$ cat src/rtl/vga_sync_gen_if.sv
// Configuration bus for vga_sync_gen: a new timing set plus its load strobe,
// and the pending flag returned by the generator.
`timescale 1ns/1ps
interface vga_sync_gen_if #(parameter int W = 12);
    logic         cfg_load;
    logic [W-1:0] cfg_h_active;
    logic [W-1:0] cfg_h_fp;
    logic [W-1:0] cfg_h_sync;
    logic [W-1:0] cfg_h_bp;
    logic [W-1:0] cfg_v_active;
    logic [W-1:0] cfg_v_fp;
    logic [W-1:0] cfg_v_sync;
    logic [W-1:0] cfg_v_bp;
    logic         cfg_h_neg;
    logic         cfg_v_neg;
    logic         cfg_pending;

    // Host side: drives the timing set, watches the pending flag.
    modport master (
        output cfg_load, cfg_h_active, cfg_h_fp, cfg_h_sync, cfg_h_bp,
               cfg_v_active, cfg_v_fp, cfg_v_sync, cfg_v_bp, cfg_h_neg, cfg_v_neg,
        input  cfg_pending
    );

    // Generator side.
    modport slave (
        input  cfg_load, cfg_h_active, cfg_h_fp, cfg_h_sync, cfg_h_bp,
               cfg_v_active, cfg_v_fp, cfg_v_sync, cfg_v_bp, cfg_h_neg, cfg_v_neg,
        output cfg_pending
    );
endinterface

$ cat src/rtl/vga_sync_gen.sv
// Programmable video sync generator. Timing changes are staged in a shadow
// set and swapped into the live set only on the last pixel of a frame.
//
// state   | meaning
// --------+---------------------------------------------------------
// IDLE    | live timing in use, no shadow set waiting
// PENDING | shadow set captured, applied at the next frame boundary
`timescale 1ns/1ps
module vga_sync_gen #(
    parameter int W        = 12,
    parameter int H_ACTIVE = 640,
    parameter int H_FP     = 16,
    parameter int H_SYNC   = 96,
    parameter int H_BP     = 48,
    parameter int V_ACTIVE = 480,
    parameter int V_FP     = 11,
    parameter int V_SYNC   = 2,
    parameter int V_BP     = 31,
    parameter bit H_NEG    = 1'b1,
    parameter bit V_NEG    = 1'b1
) (
    input  logic          clock,
    input  logic          reset_n,
    input  logic          pix_en,
    vga_sync_gen_if.slave cfg,
    output logic          hsync,
    output logic          vsync,
    output logic          picture,
    output logic [W-1:0]  x,
    output logic [W-1:0]  y,
    output logic          line_start,
    output logic          frame_start
);
    // Region boundaries are summed two bits wider than a field so that a
    // total of exactly 2^W does not overflow.
    localparam int TW = W + 2;

    typedef struct packed {
        logic [W-1:0] h_active;
        logic [W-1:0] h_fp;
        logic [W-1:0] h_sync;
        logic [W-1:0] h_bp;
        logic [W-1:0] v_active;
        logic [W-1:0] v_fp;
        logic [W-1:0] v_sync;
        logic [W-1:0] v_bp;
        logic         h_neg;
        logic         v_neg;
    } timing_t;

    localparam timing_t DEFAULTS = '{
        h_active: W'(H_ACTIVE), h_fp: W'(H_FP), h_sync: W'(H_SYNC), h_bp: W'(H_BP),
        v_active: W'(V_ACTIVE), v_fp: W'(V_FP), v_sync: W'(V_SYNC), v_bp: W'(V_BP),
        h_neg: H_NEG, v_neg: V_NEG
    };

    typedef enum logic {IDLE, PENDING} state_t;

    state_t       state_q, state_d;
    timing_t      live_q, shadow_q, cfg_in;
    logic [W-1:0] hcnt, vcnt;
    logic [TW-1:0] h_sync_start, h_bp_start, h_total;
    logic [TW-1:0] v_sync_start, v_bp_start, v_total;
    logic         h_last, v_last, frame_end, apply;
    logic         h_sync_on, v_sync_on;

    assign cfg_in = {cfg.cfg_h_active, cfg.cfg_h_fp, cfg.cfg_h_sync, cfg.cfg_h_bp,
                     cfg.cfg_v_active, cfg.cfg_v_fp, cfg.cfg_v_sync, cfg.cfg_v_bp,
                     cfg.cfg_h_neg, cfg.cfg_v_neg};

    assign h_sync_start = TW'(live_q.h_active) + TW'(live_q.h_fp);
    assign h_bp_start   = h_sync_start + TW'(live_q.h_sync);
    assign h_total      = h_bp_start + TW'(live_q.h_bp);
    assign v_sync_start = TW'(live_q.v_active) + TW'(live_q.v_fp);
    assign v_bp_start   = v_sync_start + TW'(live_q.v_sync);
    assign v_total      = v_bp_start + TW'(live_q.v_bp);

    assign h_last    = (TW'(hcnt) == h_total - TW'(1));
    assign v_last    = (TW'(vcnt) == v_total - TW'(1));
    assign frame_end = pix_en && h_last && v_last;

    // A zero-width sync region makes the range empty, so sync never asserts.
    assign h_sync_on = (TW'(hcnt) >= h_sync_start) && (TW'(hcnt) < h_bp_start);
    assign v_sync_on = (TW'(vcnt) >= v_sync_start) && (TW'(vcnt) < v_bp_start);

    assign cfg.cfg_pending = (state_q == PENDING);

    // Configuration state register.
    always_ff @(posedge clock or negedge reset_n) begin
        if (!reset_n) state_q <= IDLE;
        else          state_q <= state_d;
    end

    // Next state and shadow-to-live apply decision.
    always_comb begin
        state_d = state_q;
        apply   = 1'b0;
        case (state_q)
            IDLE: begin
                if (cfg.cfg_load) state_d = PENDING;
            end
            PENDING: begin
                if (frame_end) begin
                    apply   = 1'b1;
                    state_d = cfg.cfg_load ? PENDING : IDLE;
                end
            end
            default: state_d = IDLE;
        endcase
    end

    // Live and shadow timing sets; a load on the apply cycle lands in the
    // shadow after the old shadow has moved to live.
    always_ff @(posedge clock or negedge reset_n) begin
        if (!reset_n) begin
            live_q   <= DEFAULTS;
            shadow_q <= DEFAULTS;
        end else begin
            if (apply)        live_q   <= shadow_q;
            if (cfg.cfg_load) shadow_q <= cfg_in;
        end
    end

    // Pixel and line counters. The apply cycle is always the last pixel of
    // the frame, so the normal wrap already returns both counters to 0.
    always_ff @(posedge clock or negedge reset_n) begin
        if (!reset_n) begin
            hcnt <= '0;
            vcnt <= '0;
        end else if (pix_en) begin
            if (h_last || apply) begin
                hcnt <= '0;
                vcnt <= (v_last || apply) ? '0 : vcnt + W'(1);
            end else begin
                hcnt <= hcnt + W'(1);
            end
        end
    end

    // Registered outputs, one enabled cycle behind the counters.
    always_ff @(posedge clock or negedge reset_n) begin
        if (!reset_n) begin
            hsync       <= H_NEG;
            vsync       <= V_NEG;
            picture     <= 1'b0;
            x           <= '0;
            y           <= '0;
            line_start  <= 1'b0;
            frame_start <= 1'b0;
        end else if (pix_en) begin
            hsync       <= h_sync_on ^ live_q.h_neg;
            vsync       <= v_sync_on ^ live_q.v_neg;
            picture     <= (hcnt < live_q.h_active) && (vcnt < live_q.v_active);
            x           <= hcnt;
            y           <= vcnt;
            line_start  <= (hcnt == '0);
            frame_start <= (hcnt == '0) && (vcnt == '0);
        end
    end
endmodule

$ cat src/flat_wrapper.sv
// flat-port wrapper written by rule: the top's interface ports become plain ports
module vga_sync_gen_flat 
#(
    parameter int W        = 12,
    parameter int H_ACTIVE = 640,
    parameter int H_FP     = 16,
    parameter int H_SYNC   = 96,
    parameter int H_BP     = 48,
    parameter int V_ACTIVE = 480,
    parameter int V_FP     = 11,
    parameter int V_SYNC   = 2,
    parameter int V_BP     = 31,
    parameter bit H_NEG    = 1'b1,
    parameter bit V_NEG    = 1'b1
)
  (clock, reset_n, pix_en, hsync, vsync, picture, x, y, line_start, frame_start, cfg_cfg_load, cfg_cfg_h_active, cfg_cfg_h_fp, cfg_cfg_h_sync, cfg_cfg_h_bp, cfg_cfg_v_active, cfg_cfg_v_fp, cfg_cfg_v_sync, cfg_cfg_v_bp, cfg_cfg_h_neg, cfg_cfg_v_neg, cfg_cfg_pending);
  vga_sync_gen_if #(.W(W)) cfg_i ();
  input  logic clock;
  input  logic reset_n;
  input  logic pix_en;
  output logic hsync;
  output logic vsync;
  output logic picture;
  output logic [W-1:0] x;
  output logic [W-1:0] y;
  output logic line_start;
  output logic frame_start;
  input wire logic [$bits(cfg_i.cfg_load)-1:0] cfg_cfg_load;
  input wire logic [$bits(cfg_i.cfg_h_active)-1:0] cfg_cfg_h_active;
  input wire logic [$bits(cfg_i.cfg_h_fp)-1:0] cfg_cfg_h_fp;
  input wire logic [$bits(cfg_i.cfg_h_sync)-1:0] cfg_cfg_h_sync;
  input wire logic [$bits(cfg_i.cfg_h_bp)-1:0] cfg_cfg_h_bp;
  input wire logic [$bits(cfg_i.cfg_v_active)-1:0] cfg_cfg_v_active;
  input wire logic [$bits(cfg_i.cfg_v_fp)-1:0] cfg_cfg_v_fp;
  input wire logic [$bits(cfg_i.cfg_v_sync)-1:0] cfg_cfg_v_sync;
  input wire logic [$bits(cfg_i.cfg_v_bp)-1:0] cfg_cfg_v_bp;
  input wire logic [$bits(cfg_i.cfg_h_neg)-1:0] cfg_cfg_h_neg;
  input wire logic [$bits(cfg_i.cfg_v_neg)-1:0] cfg_cfg_v_neg;
  output wire logic [$bits(cfg_i.cfg_pending)-1:0] cfg_cfg_pending;
  assign cfg_i.cfg_load = cfg_cfg_load;
  assign cfg_i.cfg_h_active = cfg_cfg_h_active;
  assign cfg_i.cfg_h_fp = cfg_cfg_h_fp;
  assign cfg_i.cfg_h_sync = cfg_cfg_h_sync;
  assign cfg_i.cfg_h_bp = cfg_cfg_h_bp;
  assign cfg_i.cfg_v_active = cfg_cfg_v_active;
  assign cfg_i.cfg_v_fp = cfg_cfg_v_fp;
  assign cfg_i.cfg_v_sync = cfg_cfg_v_sync;
  assign cfg_i.cfg_v_bp = cfg_cfg_v_bp;
  assign cfg_i.cfg_h_neg = cfg_cfg_h_neg;
  assign cfg_i.cfg_v_neg = cfg_cfg_v_neg;
  assign cfg_cfg_pending = cfg_i.cfg_pending;
  vga_sync_gen #(.W(W), .H_ACTIVE(H_ACTIVE), .H_FP(H_FP), .H_SYNC(H_SYNC), .H_BP(H_BP), .V_ACTIVE(V_ACTIVE), .V_FP(V_FP), .V_SYNC(V_SYNC), .V_BP(V_BP), .H_NEG(H_NEG), .V_NEG(V_NEG)) u_core (.clock(clock), .reset_n(reset_n), .pix_en(pix_en), .cfg(cfg_i), .hsync(hsync), .vsync(vsync), .picture(picture), .x(x), .y(y), .line_start(line_start), .frame_start(frame_start));
endmodule
$ cat config.mk
export PLATFORM = sky130hd
export DESIGN_NAME = vga_sync_gen_flat
export DESIGN_NICKNAME = d
export VERILOG_FILES = /design/src/rtl/vga_sync_gen_if.sv /design/src/rtl/vga_sync_gen.sv /design/src/flat_wrapper.sv
export SDC_FILE = /design/constraint.sdc
export NUM_CORES = 1
export LEC_CHECK = 0
export CAP_MARGIN = 25
export CORE_UTILIZATION = 25
export CTS_CLUSTER_SIZE = 25
export DETAILED_ROUTE_END_ITERATION = 12
export GPL_TIMING_DRIVEN = 0
export SETUP_SLACK_MARGIN = 0.02
export SYNTH_ARGS = -nofsm -noshare
export SYNTH_HDL_FRONTEND = slang
export SYNTH_SLANG_ARGS = --single-unit
$ cat constraint.sdc
create_clock -name clock -period 12.2 [get_ports clock]
set_input_delay 1.22 -clock clock [delete_from_list [all_inputs] [get_ports clock]]
set_output_delay 1.22 -clock clock [all_outputs]
set_load 0.05 [all_outputs]
==> results of run 1 <==
worst max-delay path: cells and delay by family (launching register included):
kind                     cells  cell delay [ps]
AND/OR/NAND/NOR              9             2900
AO/OA/AOI/OAI                9             1590
adder cells (fa/ha/maj)      3             1030
buffers and inverters        3              600
XOR/XNOR                     2              560
flip-flops                   1              410
multiplexers                 1              330
worst max-delay path by stage:
stage                      start             endpoint  slack, ps  depth (start not counted)
2_1_floorplan  u_core.live_q[75]    u_core.live_q[14]       6080                         27
3_3_place_gp             reset_n  u_core.shadow_q[79]       -580                          1
3_5_place_dp   u_core.live_q[75]    u_core.live_q[33]       4640                         27
4_1_cts        u_core.live_q[87]    u_core.live_q[14]       4600                         27
5_1_grt        u_core.live_q[87]    u_core.live_q[32]       4100                         27
6_report       u_core.live_q[87]    u_core.live_q[14]       4630                         27
through the flow:
stage          power, mW  hold WS [ps]  area, µm²  setup TNS (ps)
5_1_grt            2.256         507.5      18730               0
3_3_place_gp       1.297         473.3      17720         -108210
2_1_floorplan      1.145         460.2      15440               0
4_1_cts            2.190         485.9      18730               0
6_report           2.153         485.0      18730               0
3_5_place_dp       1.309         477.6      17790               0
power groups by stage:
stage	sequential (mW)	clock (mW)	combinational, mW
after floorplan	0.981	0	0.164
after global placement	0.972	0	0.326
after detailed placement	0.972	0	0.337
after CTS	0.957	0.894	0.339
after global routing	0.965	0.923	0.369
final	0.957	0.861	0.335
metal layers:
layer	up-vias	GRT usage, %
met5	-	0
met4	4	3.751
met3	63	2.764
met2	229	21.67
met1	5345	17.86
li1	5260	-
cells by family (layout without fill, tap and decap cells):
kind of cell | count (synthesis) | after routing | synth area share, %
and+or+nand+nor | 234 | 234 | 8.195
DFF | 250 | 250 | 40.90
buffers and inverters | 187 | 369 | 4.880
other | 0 | 1 | 0
xor gates and xnor gates | 88 | 88 | 4.993
muxes | 227 | 227 | 16.55
AOI/OAI and AO/OA | 229 | 229 | 10.02
adders and majority gates | 175 | 175 | 14.46
cells in the final DEF, fill, tap and decap left out, drive strengths merged, types with 5 or more instances in the layout:
master / n
mux2: 226
dfrtp: 204
ha: 168
inv: 150
clkdlybuf4s50: 129
clkbuf: 59
xnor2: 55
a21oi: 53
o21ai: 49
nor2: 48
dfstp: 46
nand2: 41
a21o: 35
xor2: 33
nand3: 27
buf: 19
and3: 17
nor3: 16
nand2b: 13
a2111oi: 11
a31oi: 10
nor2b: 10
or3: 9
o211ai: 9
o21bai: 8
o21a: 8
nor4b: 8
nor4: 8
or2: 7
nand4: 7
fa: 6
clkinv: 6
and2: 5
o31ai: 5
o2111ai: 5
nand3b: 5
sequential cells by signal, summed over array words and instances (netlist names):
signal / cells
u_core.vsync: 1
u_core.cfg.cfg_pending: 1
u_core.y: 12
u_core.x: 12
u_core.picture: 1
u_core.shadow_q: 98
u_core.line_start: 1
u_core.hsync: 1
u_core.live_q: 98
u_core.hcnt: 12
u_core.vcnt: 12
u_core.frame_start: 1
area by class of cell:
| type | count | area [µm²] | share of cell area [%] |
|---|---|---|---|
| multi-input cells | 953 | 8369 | 44.69 |
| flip-flops and latches | 250 | 6314 | 33.71 |
| repair buffers | 133 | 1376 | 7.349 |
| well taps | 782 | 978.4 | 5.224 |
| clock buffers | 35 | 745.7 | 3.982 |
| inverters | 148 | 555.5 | 2.966 |
| plain buffers | 39 | 197.7 | 1.056 |
| clock inverters | 14 | 190.2 | 1.015 |
| diodes | 1 | 2.502 | 0.01336 |
==> flow_summary_export.csv, run 1 <==
group,metric,value,unit
clocking,cts_buffers,27,
routing,drc,0,
flow_run,drv_cap,0,
global_route,grt_overflow,0,
worst_setup_path,path_max_fanout,10,
clocking,clk_latency,550,ps
sta,worst_pin_slew,955.5,ps
worst_setup_path,r2r-end,"u_core.live_q[14]",
power,comb_power_share,15.6,%
routing,via_count,10900,
worst_setup_path,crit_top_cell,"ha_1",
power,p_int,1.566,mW
worst_setup_path,reg2reg_slack,4630,ps
logic_synthesis,synth_common_cells,"206 x mux2_2, 204 x dfrtp_1, 168 x ha_1",
logic_synthesis,avgSynthCellArea,11.11,µm²
logic_synthesis,netlist_instances,1390,
finish,area_growth,21.33,%
die,fp.dieW,250.5,µm
die,dieArea,62740,µm²
finish,fillers,6130,
global_route,grt_max_degree,122,
die,die_h,250.5,µm
logic_synthesis,synthesis.area,15440,µm²
worst_setup_path,startpoint_type,"flip-flop",
logic_synthesis,ys_seq_elements,250,
logic_synthesis,synth_ff_type,"dfrtp_1",
worst_setup_path,critPathArrivalTime,7990,ps
clocking,clock_sinks,250,
die,start_util,25.43,%
worst_setup_path,worstSetupPathType,"reg2reg",
worst_setup_path,r2r_start,"u_core.live_q[87]",
clocking,cts_root_buf,"clkbuf_16",
placement,dpl.hpwl,32.11,mm
sta,fin_ws,4635,ps
sta,period_share,62.01,%
die,core.rowCount,90,
worst_setup_path,r2r_cells,27,
clocking,cts-hold-fix-buffers,0,
routing,wl_met2,18.77,mm
clocking,cts_buffer_depth,3,
clocking,cts.reportedPaths.clkPinSlew,60,ps
sta,fmax,0.1322,GHz
sta,hold_violations,0,
min_path,hold_end,"u_core.hsync",
die,io_pins,132,
placement,dp_cells,2305,
power,switchingPower,586.7,µW
finish,layoutNonFillerInstCount,2355,
routing,wl_per_cell,17.52,µm
min_path,hp-class,"reg2reg",
worst_setup_path,required,12620,ps
logic_synthesis,yosysWarnings,0,
placement,gp_congestion,0.8692,
sta,rsz0062_at_grt,"false",
logic_synthesis,async_flop_share,100.0,%
logic_synthesis,synth_top_area_share,33.07,%
logic_synthesis,post-synth-top-count-cell,"mux2_2",
routing,ant_nets,0,
worst_setup_path,critPathMaxStageDelay,730,ps
routing,firstDrtPassIters,7,
die,coreArea,60700,µm²
clocking,cts_resized,0,
sta,finClkSkew,11.38,ps
logic_synthesis,yosysTopAreaCell,"dfrtp_1",
min_path,hp-start,"u_core.hsync",
clocking,cts_tree,"yes",
power,p_clk_share,40.0,%
global_route,grt_pass1_wl,65.61,mm
sta,drv_slew,0,
placement,numPortBuffers,130,
routing,drtIter0Drc,457,
logic_synthesis,synth_nets,1666,
power,ir_drop,0.00007711,V
power,p_seq_share,44.5,%
sta,post-route-min-period,7565,ps
sta,relSlewSlack,36.30,%
finish,fin_util,30.86,%
routing,routed.top_layer,"met5",
global_route,grt_pass1_vias,11530,
global_route,track_usage,13.35,%
status,run_status,"completed",
routing,drt_wl_total,41.27,mm
power,leakage,8.454,nW
finish,nets,1828,
routing,wl_met3,2.186,mm
placement,post-place-ws,4642,ps
logic_synthesis,synth_cell_types,76,
clocking,cts_max_level,1,
logic_synthesis,yosysSeqAreaShare,40.90,%
global_route,antenna_found_initial,2,
power,p_sw_share,27.26,%
logic_synthesis,synth_edf_count,0,
logic_synthesis,synthTopCellsByArea,"dfrtp_1 33%, mux2_2 15%, ha_1 14%",
routing,wl_met1,19.37,mm
power,power-per-cell-area,114.9,nW/µm²
routing,via_per_inst,4.629,
sta,setup_viol,0,
finish,drive_gt1_share,21.06,%
worst_setup_path,worstSetupEndpointType,"flip-flop",
worst_setup_path,crit_path_top_delay_cell,"nor3_4",
clocking,postCtsSetupBuffers,0,
min_path,min_path_cells,2,
Power figures use the tool's default switching activity.
==> run 2: changes to the inputs <==
==> constraint.sdc (replaced) <==
create_clock -name clock -period 6.25 [get_ports clock]
set_input_delay 0.625 -clock clock [delete_from_list [all_inputs] [get_ports clock]]
set_output_delay 0.625 -clock clock [all_outputs]
set_load 0.05 [all_outputs]
==> flow_summary_export.csv, run 2 (same netlist as run 1, synthesis figures left out) <==
group,metric,value,unit
finish,area_growth,29.07,%
sta,rsz0062_at_grt,"true",
global_route,grt_pass1_wl,67.12,mm
routing,drc,0,
clocking,cts_root_buf,"clkbuf_16",
die,dieArea,62740,µm²
die,core.rowCount,90,
routing,wl_per_cell,17.78,µm
status,run_status,"completed",
finish,layoutNonFillerInstCount,2404,
sta,hold_violations,0,
placement,numPortBuffers,130,
routing,drtIter0Drc,474,
die,die_h,250.5,µm
finish,layout_common_cells,"204 x dfrtp_1, 197 x mux2_2, 153 x ha_1, 145 x inv_1, 129 x clkdlybuf4s50_1",
sta,fmax,0.1636,GHz
die,io_pins,132,
power,ir_drop,0.0001478,V
sta,period_share,97.78,%
sta,post-route-min-period,6111,ps
power,total_power,4.209,mW
sta,relSlewSlack,37.07,%
clocking,cts_buffer_depth,3,
worst_setup_path,crit_path_top_delay_cell,"a2111oi_4",
clocking,clk_latency,550,ps
clocking,clock_sinks,250,
worst_setup_path,startpoint_type,"flip-flop",
min_path,hp-class,"reg2reg",
placement,dpl.hpwl,32.11,mm
clocking,cts_max_level,1,
clocking,cts_buffers,27,
sta,drv_slew,0,
power,leakage,8.907,nW
placement,dp_cells,2305,
routing,drt_wl_total,42.74,mm
flow_run,drv_cap,0,
sta,worst_pin_slew,943.9,ps
worst_setup_path,path_max_fanout,6,
global_route,track_usage,13.63,%
die,fp.dieW,250.5,µm
clocking,cts.reportedPaths.clkPinSlew,60,ps
sta,finClkSkew,15.66,ps
routing,ant_nets,0,
clocking,cts_tree,"yes",
placement,gp_congestion,0.8692,
die,coreArea,60700,µm²
finish,final_common_cell,"dfrtp_1",
die,start_util,25.43,%
routing,firstDrtPassIters,6,
worst_setup_path,required,6680,ps
global_route,grt_max_degree,122,
global_route,grt_overflow,0,
routing,via_per_inst,4.667,
worst_setup_path,critPathArrivalTime,6540,ps
sta,setup_viol,0,
worst_setup_path,critPathMaxStageDelay,480,ps
power,power-per-cell-area,211.3,nW/µm²
finish,drive_gt1_share,30.17,%
global_route,antenna_found_initial,2,
routing,via_count,11220,
worst_setup_path,worstSetupEndpointType,"flip-flop",
finish,nets,1877,
worst_setup_path,worstSetupPathType,"reg2reg",
finish,top_regs,"u_core.live_q: 98 flops, u_core.shadow_q: 98 flops",
global_route,grt_pass1_vias,11830,
[run 2: layer usage]
metal	up-vias	track usage, %	part of all wire (%)
met5	-	0	0.063
met4	4	3.786	2.4
met3	81	2.681	4.9
met2	252	22.36	46
met1	5517	18.15	46
li1	5365	-	-
[run 2: layout make-up]
cell class	instances	area [µm²]
antenna	1	2.502
buffer	36	232.7
clock buffer	35	745.7
clock inverter	14	190.2
fill	6031	40770
inverter	148	558.0
multi-input combinational	953	9065
sequential	250	6314
tap	782	978.4
timing repair buffer	185	1837
[run 2: power by group]
part | total (mW) | switching, mW | internal, mW
sequential | 1.87 | 0.129 | 1.74
combinational | 0.656 | 0.348 | 0.308
clock | 1.68 | 0.674 | 1.01
total | 4.21 | 1.15 | 3.06
[run 2: worst paths after layout]
kind                              startpoint                   to  slack, ps  cells past startpoint
max reg2reg                u_core.live_q[88]    u_core.live_q[35]        140                     26
min                             u_core.hsync         u_core.hsync        490                      2
max                        u_core.live_q[88]    u_core.live_q[35]        140                     26
min reg2reg                     u_core.hsync         u_core.hsync        490                      2
max in group asynchronous            reset_n  u_core.shadow_q[79]       4700                      3
min in group asynchronous            reset_n   u_core.shadow_q[8]        570                      2
[run 2: what timing repair did]
item	4_1_cts	5_1_grt
hold buffers	1	0
pin swaps	37	50
resized for setup	64	110
setup buffers	31	18
endpoints found under the hold margin	39	0
setup endpoints to repair	122	119
cloned	0	2
[run 2: per-stage QoR]
| stage | setup TNS (ps) | area, µm² | hold WS (ps) | setup slack [ps] | utilization [%] |
|---|---|---|---|---|---|
| after floorplan | 0 | 15440 | 329.4 | 132.6 | - |
| after global placement | -1439660 | 17720 | 473.3 | -5938 | 29.19 |
| after detailed placement | -130730 | 17790 | 477.6 | -1308 | 29.31 |
| after CTS | 0 | 19290 | 485.9 | 23.90 | 31.79 |
| after global routing | -12770 | 19920 | 507.5 | -189.0 | 32.82 |
| final | 0 | 19920 | 485.3 | 138.6 | 32.82 |
[run 2: worst max-delay path, delay by kind of cell, from the launching register on]
kind | cells | cell delay (ps)
AO/OA/AOI/OAI | 5 | 1290
XOR/XNOR | 2 | 340
adder cells (fa/ha/maj) | 3 | 1100
flip-flops | 1 | 420
buffers and inverters | 5 | 640
AND/OR/NAND/NOR | 10 | 1870
multiplexers | 1 | 310
==> run 3: changes to the inputs <==
==> constraint.sdc (replaced) <==
create_clock -name clock -period 5.95 [get_ports clock]
set_input_delay 0.595 -clock clock [delete_from_list [all_inputs] [get_ports clock]]
set_output_delay 0.595 -clock clock [all_outputs]
set_load 0.05 [all_outputs]
==> flow_summary_export.csv, run 3 (same netlist as run 1, synthesis figures left out) <==
group,metric,value,unit
clocking,cts_buffer_depth,3,
power,power-per-cell-area,219.6,nW/µm²
finish,nets,1894,
routing,firstDrtPassIters,4,
flow_run,drv_cap,0,
power,leakage,9.104,nW
sta,setup_viol,99,
worst_setup_path,worstSetupEndpointType,"flip-flop",
worst_setup_path,crit_top_cell,"a21oi_2",
placement,dp_cells,2306,
die,die_h,250.5,µm
sta,hold_violations,0,
finish,fillers,5950,
die,io_pins,132,
worst_setup_path,r2r-end,"u_core.live_q[33]",
clocking,cts_max_level,1,
placement,gp_congestion,0.8702,
finish,top_regs,"u_core.live_q: 98 flops, u_core.shadow_q: 98 flops",
clocking,clk_latency,560,ps
min_path,min_path_cells,1,
finish,drive_gt1_share,31.79,%
sta,whs,489.8,ps
routing,drt_wl_total,43.58,mm
sta,worst_pin_slew,904.4,ps
placement,dpl.hpwl,32.05,mm
finish,layoutNonFillerInstCount,2422,
power,ir_drop,0.0002051,V
clocking,cts_tree,"yes",
global_route,grt_overflow,0,
worst_setup_path,startpoint_type,"flip-flop",
min_path,hp-class,"reg2reg",
global_route,antenna_found_initial,7,
clocking,cts.reportedPaths.clkPinSlew,60,ps
sta,relSlewSlack,39.71,%
min_path,hp-start,"u_core.shadow_q[36]",
finish,area_growth,33.18,%
finish,layout_common_cells,"204 x dfrtp_1, 160 x mux2_2, 151 x ha_1, 145 x inv_1, 129 x clkdlybuf4s50_1",
worst_setup_path,critPathMaxStageDelay,560,ps
routing,ant_nets,0,
routing,via_count,11300,
worst_setup_path,path_max_fanout,5,
die,dieArea,62740,µm²
worst_setup_path,crit_path_top_delay_cell,"dfstp_2",
placement,post-place-ws,-1790,ps
routing,drc,0,
sta,drv_slew,0,
global_route,grt_pass1_vias,11960,
die,core.rowCount,90,
sta,rsz0062_at_grt,"true",
finish,multi_input_area,9440,µm²
worst_setup_path,worstSetupPathType,"reg2reg",
status,run_status,"finished with violations",
global_route,grt_pass1_wl,68.48,mm
sta,fmax,0.1620,GHz
sta,finClkSkew,14.15,ps
die,coreArea,60700,µm²
die,fp.dieW,250.5,µm
sta,fin_ws,-223.3,ps
placement,numPortBuffers,130,
clocking,cts_buffers,29,
routing,via_per_inst,4.665,
global_route,grt_max_degree,118,
finish,seqCellArea,6314,µm²
worst_setup_path,r2r_start,"u_core.live_q[27]",
worst_setup_path,r2r_cells,31,
routing,drtIter0Drc,395,
worst_setup_path,reg2reg_slack,-220,ps
status,failed_checks,"negative setup slack",
sta,period_share,103.8,%
min_path,hold_end,"u_core.live_q[36]",
worst_setup_path,critPathArrivalTime,6610,ps
die,start_util,25.43,%
clocking,cts_root_buf,"clkbuf_16",
clocking,clock_sinks,250,
worst_setup_path,required,6380,ps
sta,post-route-min-period,6173,ps
finish,final_common_cell,"dfrtp_1",
routing,wl_per_cell,18.00,µm
global_route,track_usage,13.91,%
-- run 3: cell count changes in the layout (fill, tap and decap cells not counted), moves of 3 or more --
| cell | previous run | this run |
|---|---|---|
| clkbuf_8 | 4 | 1 |
| mux2_1 | 4 | 0 |
| nor4b_4 | 1 | 6 |
| nor3b_1 | 4 | 1 |
| buf_6 | 5 | 14 |
| buf_8 | 2 | 6 |
| ha_4 | 6 | 11 |
| clkbuf_1 | 22 | 27 |
| buf_12 | 5 | 9 |
| mux2_2 | 197 | 160 |
| ha_2 | 9 | 6 |
| mux2_4 | 25 | 66 |
| nor4b_1 | 6 | 1 |
-- run 3: metrics by stage --
step | power (mW) | instance area (µm²) | utilization [%] | TNS (ps)
finish | 4.515 | 20560 | 33.87 | -10930
global route | 4.723 | 20550 | 33.87 | -40690
CTS | 4.580 | 20090 | 33.10 | -10420
detailed placement | 2.684 | 17820 | 29.36 | -182150
global placement | 2.654 | 17740 | 29.23 | -1546360
floorplan | 2.348 | 15460 | - | 0
-- run 3: final cells by class --
cell class                      instances  area share, %
Clock buffer                           39          3.761
Antenna cell                            1        0.01217
Inverter                              148          2.702
Multi-Input combinational cell        953          45.92
Timing Repair Buffer                  201          9.836
Clock inverter                         13          1.029
Tap cell                              782          4.760
Buffer                                 35          1.266
Sequential cell                       250          30.71
-- run 3: worst max-delay path by stage --
stage                                      to  cells after the start         startpoint
after floorplan             u_core.live_q[14]                     27  u_core.live_q[75]
after global placement    u_core.shadow_q[79]                      1            reset_n
after detailed placement    u_core.live_q[36]                     25  u_core.live_q[38]
after CTS                   u_core.live_q[30]                     30  u_core.live_q[87]
after global routing        u_core.live_q[33]                     31  u_core.live_q[27]
final                       u_core.live_q[33]                     31  u_core.live_q[27]
-- run 3: per-layer routing --
| metal | share of wire [%] | wire length [µm] | GRT usage (%) |
|---|---|---|---|
| met1 | 46 | 20240 | 18.56 |
| met2 | 46 | 20050 | 22.90 |
| met3 | 4.6 | 2010 | 2.473 |
| met4 | 2.8 | 1229 | 3.996 |
| met5 | 0.11 | 50 | 0 |
-- run 3: worst max-delay path, delay by kind of cell (launching register included) --
family                   cells  cell delay [ps]
flip-flops                   1              560
adder cells (fa/ha/maj)      4             1030
XOR/XNOR                     1              160
multiplexers                 2              630
AO/OA/AOI/OAI               12             1950
buffers and inverters        7              930
AND/OR/NAND/NOR              5              760
-- run 3: report_power, final --
group | internal (mW) | total [mW] | leakage [nW] | switching (mW)
combinational | 0.325 | 0.691 | 5.52 | 0.366
sequential | 1.83 | 1.96 | 3.11 | 0.134
clock | 1.13 | 1.86 | 0.475 | 0.732
-- run 3: timing repair --
item / in CTS / in global routing
cloned: 4 / 1
pin swaps: 65 / 59
setup buffers: 49 / 16
hold buffers: 1 / 0
endpoints found under the setup margin: 121 / 120
hold endpoints to repair: 45 / 0
gates resized for setup: 166 / 94
==> RTL edit 1: new RTL, config.mk and constraints of run 1 <==
`W` is set to 12 in 3 places; all go to 24.
--- a/src/rtl/vga_sync_gen_if.sv
+++ b/src/rtl/vga_sync_gen_if.sv
@@ -1,7 +1,7 @@
 // Configuration bus for vga_sync_gen: a new timing set plus its load strobe,
 // and the pending flag returned by the generator.
 `timescale 1ns/1ps
-interface vga_sync_gen_if #(parameter int W = 12);
+interface vga_sync_gen_if #(parameter int W = 24);
     logic         cfg_load;
     logic [W-1:0] cfg_h_active;
     logic [W-1:0] cfg_h_fp;
--- a/src/rtl/vga_sync_gen.sv
+++ b/src/rtl/vga_sync_gen.sv
@@ -7,7 +7,7 @@
 // PENDING | shadow set captured, applied at the next frame boundary
 `timescale 1ns/1ps
 module vga_sync_gen #(
-    parameter int W        = 12,
+    parameter int W        = 24,
     parameter int H_ACTIVE = 640,
     parameter int H_FP     = 16,
     parameter int H_SYNC   = 96,
--- a/src/flat_wrapper.sv
+++ b/src/flat_wrapper.sv
@@ -1,7 +1,7 @@
 // flat-port wrapper written by rule: the top's interface ports become plain ports
 module vga_sync_gen_flat 
 #(
-    parameter int W        = 12,
+    parameter int W        = 24,
     parameter int H_ACTIVE = 640,
     parameter int H_FP     = 16,
     parameter int H_SYNC   = 96,
Ports: changed (10 resized); port bits go from 132 to 252. No check against the original RTL was run, so the function may have changed too.
==> RTL edit 1 against run 1 <==
Synthesized cell count grew 110%; routed wire length increased by 130%; first-iteration DRC count rose to 3.3 times the old value; via count rose by 110%; power rose by 83%; setup slack worse by 2.6 ns; largest power group unchanged; area after synthesis up 110%; sequential share of layout area fell by 1.6 points; sequential cell count rose by 240; cell area grew 110%.
==> RTL edit 1: results (changes against run 1) <==
- Status: completed
- Rel. slew slack: 0.319 (-0.0441)
- Area Overhead vs Synth: 20.5%
- Comb_multi_in: 2100 (+120%)
- Worst reg2reg setup slack: 2.06 ns (-2.57 ns)
- Syn nets: 3484 (+110%)
- Logic inverters: 269 (+82%)
- Met2 usage: 0.242 (+0.0257)
- HPWL after DPL: 76900 um (+140%)
- Final Skew: 0.0429 ns (+0.0315 ns)
- Post-synthesis sequential area ratio: 0.387 (-0.0224)
- GPL Wtd Cong: 0.885 (+1.8%)
- Pin count of the biggest net entering global routing: 119 (-2.5%)
- Worst hold slack: 0.492 ns (+0.00665 ns)
- Dpl cell area: 36600 um2 (+110%)
- GRT Util Overall: 0.146 (+0.0126)
- Worst Hold Path EP: u_core.picture$_DFFE_PN0P_
- Routed met3 length: 4940 um (+130%)
- P_leak: 18.0 nW (+110%)
- Met1 wire length: 43800 um (+130%)
- R2R depth: 40 (+48%)
- Period utilisation layout: 0.831 (+0.211)
- First-pass GRT wire length: 144000 um (+120%)
- Hold path cells: 1 (-1)
- Setup crit end: u_core.live_q[73]$_DFFE_PN0P_
- Buffers on Ports: 249 (+92%)
- DP Cell Count: 4858 (+110%)
- GR Util met1: 0.197 (+0.0188)
- Commonest cells post-synth: dfrtp_1 (444), ha_1 (328), mux2_2 (278), inv_1 (269), mux2_4 (160)
- Maximum vdd ir drop: 0.104 mV (+35%)
- Crit path DAT: 10.63 ns (+2.64 ns)
- GR Util met3: 0.0241 (-0.00358)
- Initial antenna violation count: 7 (+5)
- Drt pass-1 iters: 5 (-2)
- Worst path max stage delay: 0.54 ns (-0.19 ns)
- Cell variety after synth: 81 (+6.6%)
- DR WL met2: 44900 um (+140%)
- Die width: 359 um (+43%)
- Number of DRC markers in iteration 0: 1487 (+230%)
- Via count: 23181 (+110%)
- Clock network area share: 0.0467 (-0.00324)
- Mean Syn Cell Area: 10.8 um2 (-2.8%)
- Area contributors post-synth: dfrtp_1 (35%), ha_1 (13%), mux2_2 (9.8%)
- Fill count: 12950 (+110%)
- Clk_lat worst skew: 0.65 ns (+0.10 ns)
- Pre-CTS setup slack: 2.22 ns (-2.42 ns)
- Drt via density: 4.68 (+1.1%)
- Non-clock buffer share: 0.0823 (-0.00169)
- Layout cells sized above 1: 0.190 (-0.0207)
- Area of the multi-input gates: 18000 um2 (+120%)
- Switch Pwr: 0.00101 W (+73%)
- Drt wl/cell: 19.3 um (+10%)
- Min-delay src: u_core.picture$_DFFE_PN0P_
- Non-clk bufs: 350 (+100%)
- Reg-to-Reg Start: u_core.live_q[50]$_DFFE_PN1P_
==> RTL edit 1: worst reg2reg max path: cells and delay by family, from the launching register on <==
family                     cells  cell delay (ns)
and+or+nand+nor               12             2.61
muxes                          1             0.42
xor gates and xnor gates       3             1.10
AOI/OAI and AO/OA             14             2.91
adders and majority gates      5             1.51
DFF                            1             0.54
buffers and inverters          5             0.94
==> RTL edit 1: cell families after synthesis <==
logic type / Yosys count / synth area share
buf+inv: 362 / 0.0471
fa+ha+maj: 336 / 0.133
xor+xnor: 181 / 0.0498
simple gates: 590 / 0.0947
compound gates: 550 / 0.113
mux: 443 / 0.175
flops: 490 / 0.387
==> RTL edit 1: power groups by stage <==
stage | Sequential, W | Combinational [W] | Clock, W
CTS | 0.00180 | 0.000450 | 0.00174
detailed placement | 0.00182 | 0.000446 | 0
floorplan | 0.00182 | 0.000212 | 0
global placement | 0.00183 | 0.000433 | 0
global route | 0.00180 | 0.000486 | 0.00181
finish | 0.00179 | 0.000443 | 0.00169
==> RTL edit 2: new RTL, config.mk and constraints of run 1 <==
Made on the original files. Put one more register stage on the output `x`, with the module's reset. The value now appears one clock later. The other outputs are not delayed to match.
--- a/src/rtl/vga_sync_gen.sv
+++ b/src/rtl/vga_sync_gen.sv
@@ -55,6 +55,8 @@
     };
 
     typedef enum logic {IDLE, PENDING} state_t;
+
+    logic [W-1:0] x_s0;
 
     state_t       state_q, state_d;
     timing_t      live_q, shadow_q, cfg_in;
@@ -143,7 +145,7 @@
             hsync       <= H_NEG;
             vsync       <= V_NEG;
             picture     <= 1'b0;
-            x           <= '0;
+            x_s0        <= '0;
             y           <= '0;
             line_start  <= 1'b0;
             frame_start <= 1'b0;
@@ -151,11 +153,19 @@
             hsync       <= h_sync_on ^ live_q.h_neg;
             vsync       <= v_sync_on ^ live_q.v_neg;
             picture     <= (hcnt < live_q.h_active) && (vcnt < live_q.v_active);
-            x           <= hcnt;
+            x_s0        <= hcnt;
             y           <= vcnt;
             line_start  <= (hcnt == '0);
             frame_start <= (hcnt == '0) && (vcnt == '0);
         end
     end
+    always_ff @(posedge clock or negedge reset_n) begin
+        if (!reset_n) begin
+            x <= '0;
+        end else begin
+            x <= x_s0;
+        end
+    end
+
 endmodule
 
Function: changed (a bounded check fails within 4 cycles, from zero or initial values and one cycle with reset_n low).
==> RTL edit 2 against run 1 <==
Setup slack improved by 0.088 ns; sequential share of layout area increased by 0.80 points; die area is 1.8% higher; cell area increased by 2.3%; sequential cell count rose by 12; routed wire length shrank 0.40%; sequential power rose by 6%; power is 6.4% higher; critical path depth unchanged; area after synthesis increased by 1.8%; critical endpoint is now u_core.live_q[7]$_DFFE_PN0P_.
==> RTL edit 2: results (changes against run 1) <==
- Status: completed
- Initial antenna violation count: 0 (-2)
- Final #Nets: 1843 (+0.82%)
- Pin count of the biggest net entering global routing: 95 (-22%)
- GPL Wtd Cong: 0.844 (-2.9%)
- Drt via density: 4.53 (-2.2%)
- Vias in the first global route: 11514 (-0.17%)
- Clock share of power: 0.416 (+0.016)
- Worst reg2reg setup slack: 4.72 ns (+0.09 ns)
- Mux contribution to synthesized area: 0.163 (-0.00294)
- GRT Util Overall: 0.130 (-0.00341)
- Area contributors post-synth: dfrtp_1 (34%), mux2_2 (15%), ha_1 (13%)
- R2R Path End: u_core.live_q[7]$_DFFE_PN0P_
- Worst hold slack: 0.375 ns (-0.110 ns)
- Sw frac: 0.264 (-0.00882)
- Post-Route WL: 41100 um (-0.40%)
- Maximum vdd ir drop: 0.0935 mV (+21%)
- CTS buffer count: 29 (+7.4%)
- Hold path cells: 0 (-2)
- Met2 usage: 0.217 (+0.000288)
- Ant diodes: 0 (-1)
- Commonest cells post-synth: dfrtp_1 (216), mux2_2 (206), ha_1 (168), inv_1 (148), xnor2_1 (55)
- Post-Synth Adder-Cell Area: 0.142 (-0.00257)
- Syn nets: 1679 (+0.78%)
- Layout cells sized above 1: 0.208 (-0.00288)
- Worst Hold Path EP: u_core.x[11]$_DFF_PN0_
- Rel. slew slack: 0.338 (-0.0248)
- Reg-to-Reg Start: u_core.live_q[75]$_DFFE_PN0P_
- Post-synthesis sequential area ratio: 0.421 (+0.0118)
- Final Skew: 0.0119 ns (+0.000476 ns)
- P_leak: 8.66 nW (+2.4%)
- GR Util met3: 0.0181 (-0.00952)
- HPWL after DPL: 32000 um (-0.33%)
## RTL edit 2: cell count changes after synthesis, sizes merged
| cell | change |
|---|---|
| dfrtp | +12 |
| buf | -2 |
| clkbuf | +2 |
| a21oi | +1 |
| a22o | -1 |
| and2 | +1 |
| nor2 | +1 |
| or2 | -1 |
## RTL edit 2: worst max-delay path by stage
stage,startpoint,cells after the start,to,slack (ns)
2_1_floorplan,u_core.live_q[75]$_DFFE_PN0P_,27,u_core.live_q[14]$_DFFE_PN0P_,6.10
5_1_grt,u_core.live_q[75]$_DFFE_PN0P_,27,u_core.live_q[23]$_DFFE_PN0P_,4.25
3_3_place_gp,reset_n,1,u_core.shadow_q[66]$_DFFE_PN0P_,-1.13
6_report,u_core.live_q[75]$_DFFE_PN0P_,27,u_core.live_q[7]$_DFFE_PN0P_,4.72
3_5_place_dp,u_core.live_q[75]$_DFFE_PN0P_,27,u_core.live_q[16]$_DFFE_PN0P_,4.67
4_1_cts,u_core.live_q[75]$_DFFE_PN0P_,27,u_core.live_q[7]$_DFFE_PN0P_,4.65
## RTL edit 2: layout make-up
class / count / area [um2]
Inverter: 148 / 556
Clock inverter: 13 / 230
Sequential cell: 262 / 6610
Multi-Input combinational cell: 954 / 8370
Buffer: 39 / 176
Timing Repair Buffer: 133 / 1370
Tap cell: 837 / 1050
Fill cell: 6321 / 42800
Clock buffer: 40 / 807
## RTL edit 2: stage by stage
| stage | setup slack (ns) | instance area [um2] | setup TNS [ns] | cells | power, W |
|---|---|---|---|---|---|
| 2_1_floorplan | 6.10 | 15700 | 0 | 1403 | 0.00120 |
| 5_1_grt | 4.25 | 19200 | 0 | 2426 | 0.00240 |
| 4_1_cts | 4.65 | 19200 | 0 | 2426 | 0.00234 |
| 3_5_place_dp | 4.67 | 18100 | 0 | 2373 | 0.00136 |
| 3_3_place_gp | -1.13 | 18100 | -232.29 | 2370 | 0.00135 |
| 6_report | 4.72 | 19200 | 0 | 2426 | 0.00229 |
## RTL edit 2: critical path, cell delays in order (launching register included)
cell and delay, ns:
dfrtp_1 0.42, ha_1 0.31, a21o_1 0.17, a21oi_1 0.22
nor2b_1 0.07, o21a_1 0.19, o22ai_1 0.18, o21ai_0 0.15
nor2_1 0.20, xnor2_1 0.17, ha_1 0.32, nor4b_1 0.18
a21oi_1 0.15, o311ai_0 0.13, or3b_2 0.47, clkbuf_1 0.20
or2_2 0.31, ha_1 0.43, xor2_1 0.39, o221ai_1 0.21
nor4_1 0.29, o211ai_1 0.15, nor4_2 0.36, nand3_2 0.21
nor3_4 0.55, buf_4 0.36, buf_6 0.20, mux2_1 0.33
## RTL edit 2: per-layer routing
layer | share of wire | vias to the layer above
met5 | 0 | -
met4 | 0.037 | 0
met3 | 0.035 | 75
met2 | 0.46 | 190
met1 | 0.47 | 5411
li1 | - | 5309
